`config.mk`:
```
export PLATFORM = sky130hd
export DESIGN_NAME = if_fetch_stage
export DESIGN_NICKNAME = d
export VERILOG_FILES = /design/src/rtl/if_fetch_stage.sv
export SDC_FILE = /design/constraint.sdc
export NUM_CORES = 1
export LEC_CHECK = 0
export CORE_AREA = 2 2 125 127
export DETAILED_ROUTE_END_ITERATION = 10
export DIE_AREA = 0 0 127 129
export PLACE_DENSITY = 0.95
export SLEW_MARGIN = 20
export SYNTH_ARGS = -nofsm -noshare
export SYNTH_HDL_FRONTEND = slang
export SYNTH_SLANG_ARGS = --single-unit
```
`constraint.sdc`:
```
create_clock -name clk_i -period 9.8 [get_ports clk_i]
set_input_delay 1.96 -clock clk_i [delete_from_list [all_inputs] [get_ports clk_i]]
set_output_delay 1.96 -clock clk_i [all_outputs]
set_load 0.01 [all_outputs]
```
`src/rtl/if_fetch_stage.sv`:
```
// Instruction-fetch stage and IF/ID pipeline register of the 5-stage RISC-V core.
// Owns the PC, flushes the wrong-path fetch on a taken branch, and keeps taken/stall counters.
module if_fetch_stage #(
  parameter logic [31:0] RESET_PC  = 32'h0000_0000,
  parameter logic [31:0] NOP_INSTR = 32'h0000_0013,
  parameter int unsigned CNT_W     = 32
) (
  input  logic             clk_i,
  input  logic             rst_i,
  input  logic             start_i,
  input  logic             stall_i,
  input  logic             branch_taken_i,
  input  logic [31:0]      branch_pc_i,
  input  logic [31:0]      instr_i,
  output logic [31:0]      pc_o,
  output logic [31:0]      if_id_pc_o,
  output logic [31:0]      if_id_instr_o,
  output logic             if_id_valid_o,
  output logic [CNT_W-1:0] taken_cnt_o,
  output logic [CNT_W-1:0] stall_cnt_o,
  output logic             misalign_o
);

  typedef enum logic [1:0] {
    ACT_FREEZE   = 2'd0,
    ACT_STALL    = 2'd1,
    ACT_REDIRECT = 2'd2,
    ACT_FETCH    = 2'd3
  } fetch_act_e;

  localparam logic [CNT_W-1:0] CNT_ONE  = {{(CNT_W-1){1'b0}}, 1'b1};
  localparam logic [CNT_W-1:0] CNT_ZERO = {CNT_W{1'b0}};

  // Saturating increment: an all-ones counter stays at all-ones.
  function automatic logic [CNT_W-1:0] sat_inc(input logic [CNT_W-1:0] v);
    if (&v) begin
      return v;
    end else begin
      return v + CNT_ONE;
    end
  endfunction

  logic [31:0]      pc_r, pc_nxt_s;
  logic [31:0]      if_id_pc_r, if_id_pc_nxt_s;
  logic [31:0]      if_id_instr_r, if_id_instr_nxt_s;
  logic             if_id_valid_r, if_id_valid_nxt_s;
  logic [CNT_W-1:0] taken_cnt_r, taken_cnt_nxt_s;
  logic [CNT_W-1:0] stall_cnt_r, stall_cnt_nxt_s;
  logic             misalign_r, misalign_nxt_s;
  logic             taken_q_s;
  fetch_act_e       act_s;

  // A bubble in ID can never redirect fetch.
  assign taken_q_s = branch_taken_i & if_id_valid_r;

  // Select this cycle's action in priority order: freeze, stall, redirect, sequential fetch.
  always_comb begin
    act_s = ACT_FETCH;
    if (!start_i) begin
      act_s = ACT_FREEZE;
    end else if (stall_i) begin
      act_s = ACT_STALL;
    end else if (taken_q_s) begin
      act_s = ACT_REDIRECT;
    end else begin
      act_s = ACT_FETCH;
    end
  end

  // Next-state values for the PC, IF/ID register, counters and sticky flag.
  always_comb begin
    pc_nxt_s          = pc_r;
    if_id_pc_nxt_s    = if_id_pc_r;
    if_id_instr_nxt_s = if_id_instr_r;
    if_id_valid_nxt_s = if_id_valid_r;
    taken_cnt_nxt_s   = taken_cnt_r;
    stall_cnt_nxt_s   = stall_cnt_r;
    misalign_nxt_s    = misalign_r;
    case (act_s)
      ACT_FREEZE: begin
        if_id_pc_nxt_s    = pc_r;
        if_id_instr_nxt_s = NOP_INSTR;
        if_id_valid_nxt_s = 1'b0;
      end
      ACT_STALL: begin
        // The stalled branch re-resolves next cycle, so it is not counted here.
        stall_cnt_nxt_s = sat_inc(stall_cnt_r);
      end
      ACT_REDIRECT: begin
        pc_nxt_s          = branch_pc_i;
        if_id_pc_nxt_s    = pc_r;
        if_id_instr_nxt_s = NOP_INSTR;
        if_id_valid_nxt_s = 1'b0;
        taken_cnt_nxt_s   = sat_inc(taken_cnt_r);
        if (branch_pc_i[1:0] != 2'b00) begin
          misalign_nxt_s = 1'b1;
        end else begin
          misalign_nxt_s = misalign_r;
        end
      end
      ACT_FETCH: begin
        pc_nxt_s          = pc_r + 32'd4;
        if_id_pc_nxt_s    = pc_r;
        if_id_instr_nxt_s = instr_i;
        if_id_valid_nxt_s = 1'b1;
      end
      default: begin
        pc_nxt_s          = pc_r;
        if_id_pc_nxt_s    = if_id_pc_r;
        if_id_instr_nxt_s = if_id_instr_r;
        if_id_valid_nxt_s = if_id_valid_r;
      end
    endcase
  end

  // State registers with immediate asynchronous reset.
  always_ff @(posedge clk_i or posedge rst_i) begin
    if (rst_i) begin
      pc_r          <= RESET_PC;
      if_id_pc_r    <= 32'h0000_0000;
      if_id_instr_r <= NOP_INSTR;
      if_id_valid_r <= 1'b0;
      taken_cnt_r   <= CNT_ZERO;
      stall_cnt_r   <= CNT_ZERO;
      misalign_r    <= 1'b0;
    end else begin
      pc_r          <= pc_nxt_s;
      if_id_pc_r    <= if_id_pc_nxt_s;
      if_id_instr_r <= if_id_instr_nxt_s;
      if_id_valid_r <= if_id_valid_nxt_s;
      taken_cnt_r   <= taken_cnt_nxt_s;
      stall_cnt_r   <= stall_cnt_nxt_s;
      misalign_r    <= misalign_nxt_s;
    end
  end

  assign pc_o          = pc_r;
  assign if_id_pc_o    = if_id_pc_r;
  assign if_id_instr_o = if_id_instr_r;
  assign if_id_valid_o = if_id_valid_r;
  assign taken_cnt_o   = taken_cnt_r;
  assign stall_cnt_o   = stall_cnt_r;
  assign misalign_o    = misalign_r;

endmodule

```
==> key figures <==
Status
  – Status: finished clean

Timing
  – Crit path time final: 4490 ps
  – Endpoints failing setup: 0
  – Rel. slew slack: 0.352
  – Setup_tns: 0 ps
  – Clock Skew: 7.52 ps
  – RSZ-0062 raised after global routing: no
  – Final hold vios: 0
  – Setup ws final: 5310 ps
  – Final cycle utilization of the critical path: 0.458
  – Worst hold margin: 462 ps
  – Worst slew pin tran: 967 ps
  – Max Freq: 0.223 GHz
  – Final Max Tran Viols: 0

Routing
  – Final wirelength: 21100 um
  – Drt wl/cell: 18.3 um
  – Vias per cell: 5.77
  – # DRC: 0
  – 1st-iter DRT viols: 656
  – Final ANT Viol Nets: 0
  – DRT Pass-1 Iters: 5
  – Via count: 6632

Critical path
  – Cell family with most CP delay: simple AND/OR/NAND/NOR gates
  – WP data required: 10110 ps
  – Worst Setup Start Kind: primary input
  – Crit end category: flip-flop
  – Cell Chain, Critical Path: clkdlybuf4s50_1 > nand2b_1 > buf_4 > nor2_1 > nand4_1 > or3_1 > xnor2_1
  – Critical-path maximum fanout: 27
  – Critical Path AT: 4790 ps
  – CP Class: in2reg
  – Worst-path cell with the longest stage delay: nor2_1
  – Buf/Inv on CP: 2
  – CP max stage delay: 750 ps

Finish
  – Commonest cells after routing, fill and taps aside: clkdlybuf4s50_1, dfrtp_1, nand2_1, nand3_1, a21oi_1
  – Commonest non-fill, non-tap cell in the layout: clkdlybuf4s50_1
  – Layout Nets: 1020
  – Finished Layout Cells: 1150
  – Utilization after layout: 0.695
  – Area Growth Syn to Fin: 41.8%
  – Share of cells above drive strength 1: 0.0635

Logic synthesis
  – Synthesized area: 7340 um^2
  – Sequential area share after synthesis: 0.553
  – Yosys reg bits: 162
  – Avg Inst Size Synth: 10.1 um^2
  – Number of synthesized flops with an enable pin: 0
  – Synth warn: 0
  – Syn Nets: 797
  – Most used DFF post-synth: dfrtp_1
  – Mapped Cells: 725
  – Async S/R FF share, synth: 1.00
  – Post-synth cell types: 54

Die
  – Die Footprint: 16400 um^2
  – Initial Utilization: 0.490
  – Row cnt: 45
  – Die X: 127 um
  – I/O pin total: 231
  – Die Y: 129 um
  – Core area: 15000 um^2

Place
  – IO Port Bufs: 230
  – Hpwl dp: 14800 um
  – Worst slack, placed: 4930 ps
  – Placed Cells: 1117
  – Final GP Congestion: 0.872

CTS
  – Clock Latency Late Sink: 420 ps
  – Sink Count: 162
  – Root Buffer: clkbuf_16
  – CTS tree: built
  – Hold-fix buffers, CTS: 0
  – Postcts setup bufs: 0
  – CTS Buf Count: 17
  – # H-tree levels: 4
  – CTS resizes: 0
  – CTS Buffer Depth: 2
  – Reg clk slew, reported paths: 60 ps

Power and ir drop
  – NetSw: 0.598 mW
  – Seq pwr share: 0.438
  – Comb pwr share: 0.232
  – Peak VDD IR: 0.123 mV
  – PwrDens: 191 nW/um^2
  – Clock power frac: 0.330
  – Switching part of the total power: 0.301
  – Cell leakage power: 4.52 nW
  – Cell-internal power: 1.39 mW

Flow run
  – Max-cap viol count: 0

Global routing
  – Largest net degree at the start of global routing: 104
  – Vias in the first global route: 6441
  – Initial antenna violation count: 2
  – Grt ovf: 0
  – First-pass GRT wire length: 33400 um
  – GRT Util Overall: 0.258

Hold path
  – HP Class: reg2reg
## cell usage after synthesis, drive strengths merged, types with 2 or more instances
cell type	number	area (um^2)
a22o	29	254
o21ai	16	80.1
o211ai	6	45.0
buf	8	40.0
nor2	33	126
or4	7	56.3
a31oi	3	18.8
mux2i	4	40.0
nor4	8	80.1
clkbuf	25	93.8
o22a	3	26.3
nor3	16	90.1
nand4	29	194
nand2b	2	12.5
a21oi	34	170
a211oi	3	22.5
nand3	42	215
a41o	2	20.0
nand2	147	552
inv	13	48.8
o31ai	3	22.5
a22oi	8	60.1
or3	3	18.8
and2	5	31.3
mux2	2	22.5
dfstp	3	78.8
or2	2	12.5
and4	5	43.8
xnor2	29	254
and3	13	81.3
o22ai	12	75.1
nor3b	2	15.0
ha	3	37.5
xor2	26	228
a2bb2oi	10	87.6
dfrtp	159	3980
## area by class of cell
class                   count  area [um^2]
repair buffers            237         2350
clock inverters            15          158
well taps                 188          235
fillers                  1092         4570
clock buffers              17          425
flip-flops and latches    162         4060
diodes                      1         2.50
multi-input cells         517         3120
inverters                  13         53.8
## per-stage QoR
stage               instance area (um^2)  power, mW
floorplan                           7340       1.05
global placement                    9810       1.32
global route                       10400       2.08
detailed placement                  9810       1.34
finish                             10400       1.99
CTS                                10400       2.00
## power groups by stage
stage          logic [mW]  registers, mW  clock network, mW
5_1_grt             0.498          0.884              0.698
3_5_place_dp        0.461          0.879                  0
6_report            0.462          0.870              0.656
3_3_place_gp        0.448          0.873                  0
2_1_floorplan       0.155          0.898                  0
4_1_cts             0.464          0.869              0.670
## worst min-delay path, stage by stage (launching register included)
cell and delay, ps:
dfrtp_1 340, nand2_1 50, nand2_1 50
## flip-flops by register name, summed over array words and instances (netlist names)
register,cells
misalign_o,1
if_id_instr_o,32
pc_o,32
taken_cnt_o,32
if_id_pc_o,32
if_id_valid_o,1
stall_cnt_o,32
## path summary, 6_finish.rpt
check / cells past startpoint / endpoint / start / slack (ps)
min: 2 / if_id_pc_o[18] / if_id_pc_o[18] / 460
max in group asynchronous: 3 / if_id_pc_o[30] / rst_i / 6370
min reg2reg: 2 / if_id_pc_o[18] / if_id_pc_o[18] / 460
min in group asynchronous: 2 / stall_cnt_o[31] / rst_i / 2120
max reg2reg: 6 / taken_cnt_o[26] / if_id_valid_o / 7000
max: 7 / taken_cnt_o[26] / stall_i / 5310
## per-layer routing
| metal | share of wire | GRT usage | up-vias | wire length, um |
|---|---|---|---|---|
| li1 | - | - | 3037 | - |
| met5 | 0.00062 | 0 | - | 13 |
| met3 | 0.079 | 0.0669 | 37 | 1670 |
| met2 | 0.49 | 0.431 | 301 | 10400 |
| met4 | 0.021 | 0.0944 | 2 | 440 |
| met1 | 0.41 | 0.328 | 3255 | 8590 |
## cells by family after synthesis
| family | share of synthesized area |
|---|---|
| AND/OR/NAND/NOR | 0.210 |
| buffers and inverters | 0.0249 |
| adder cells (fa/ha/maj) | 0.00512 |
| XOR/XNOR | 0.0657 |
| AO/OA/AOI/OAI | 0.132 |
| flip-flops | 0.553 |
| multiplexers | 0.00853 |
No activity file was read; power rests on OpenSTA's default activity.
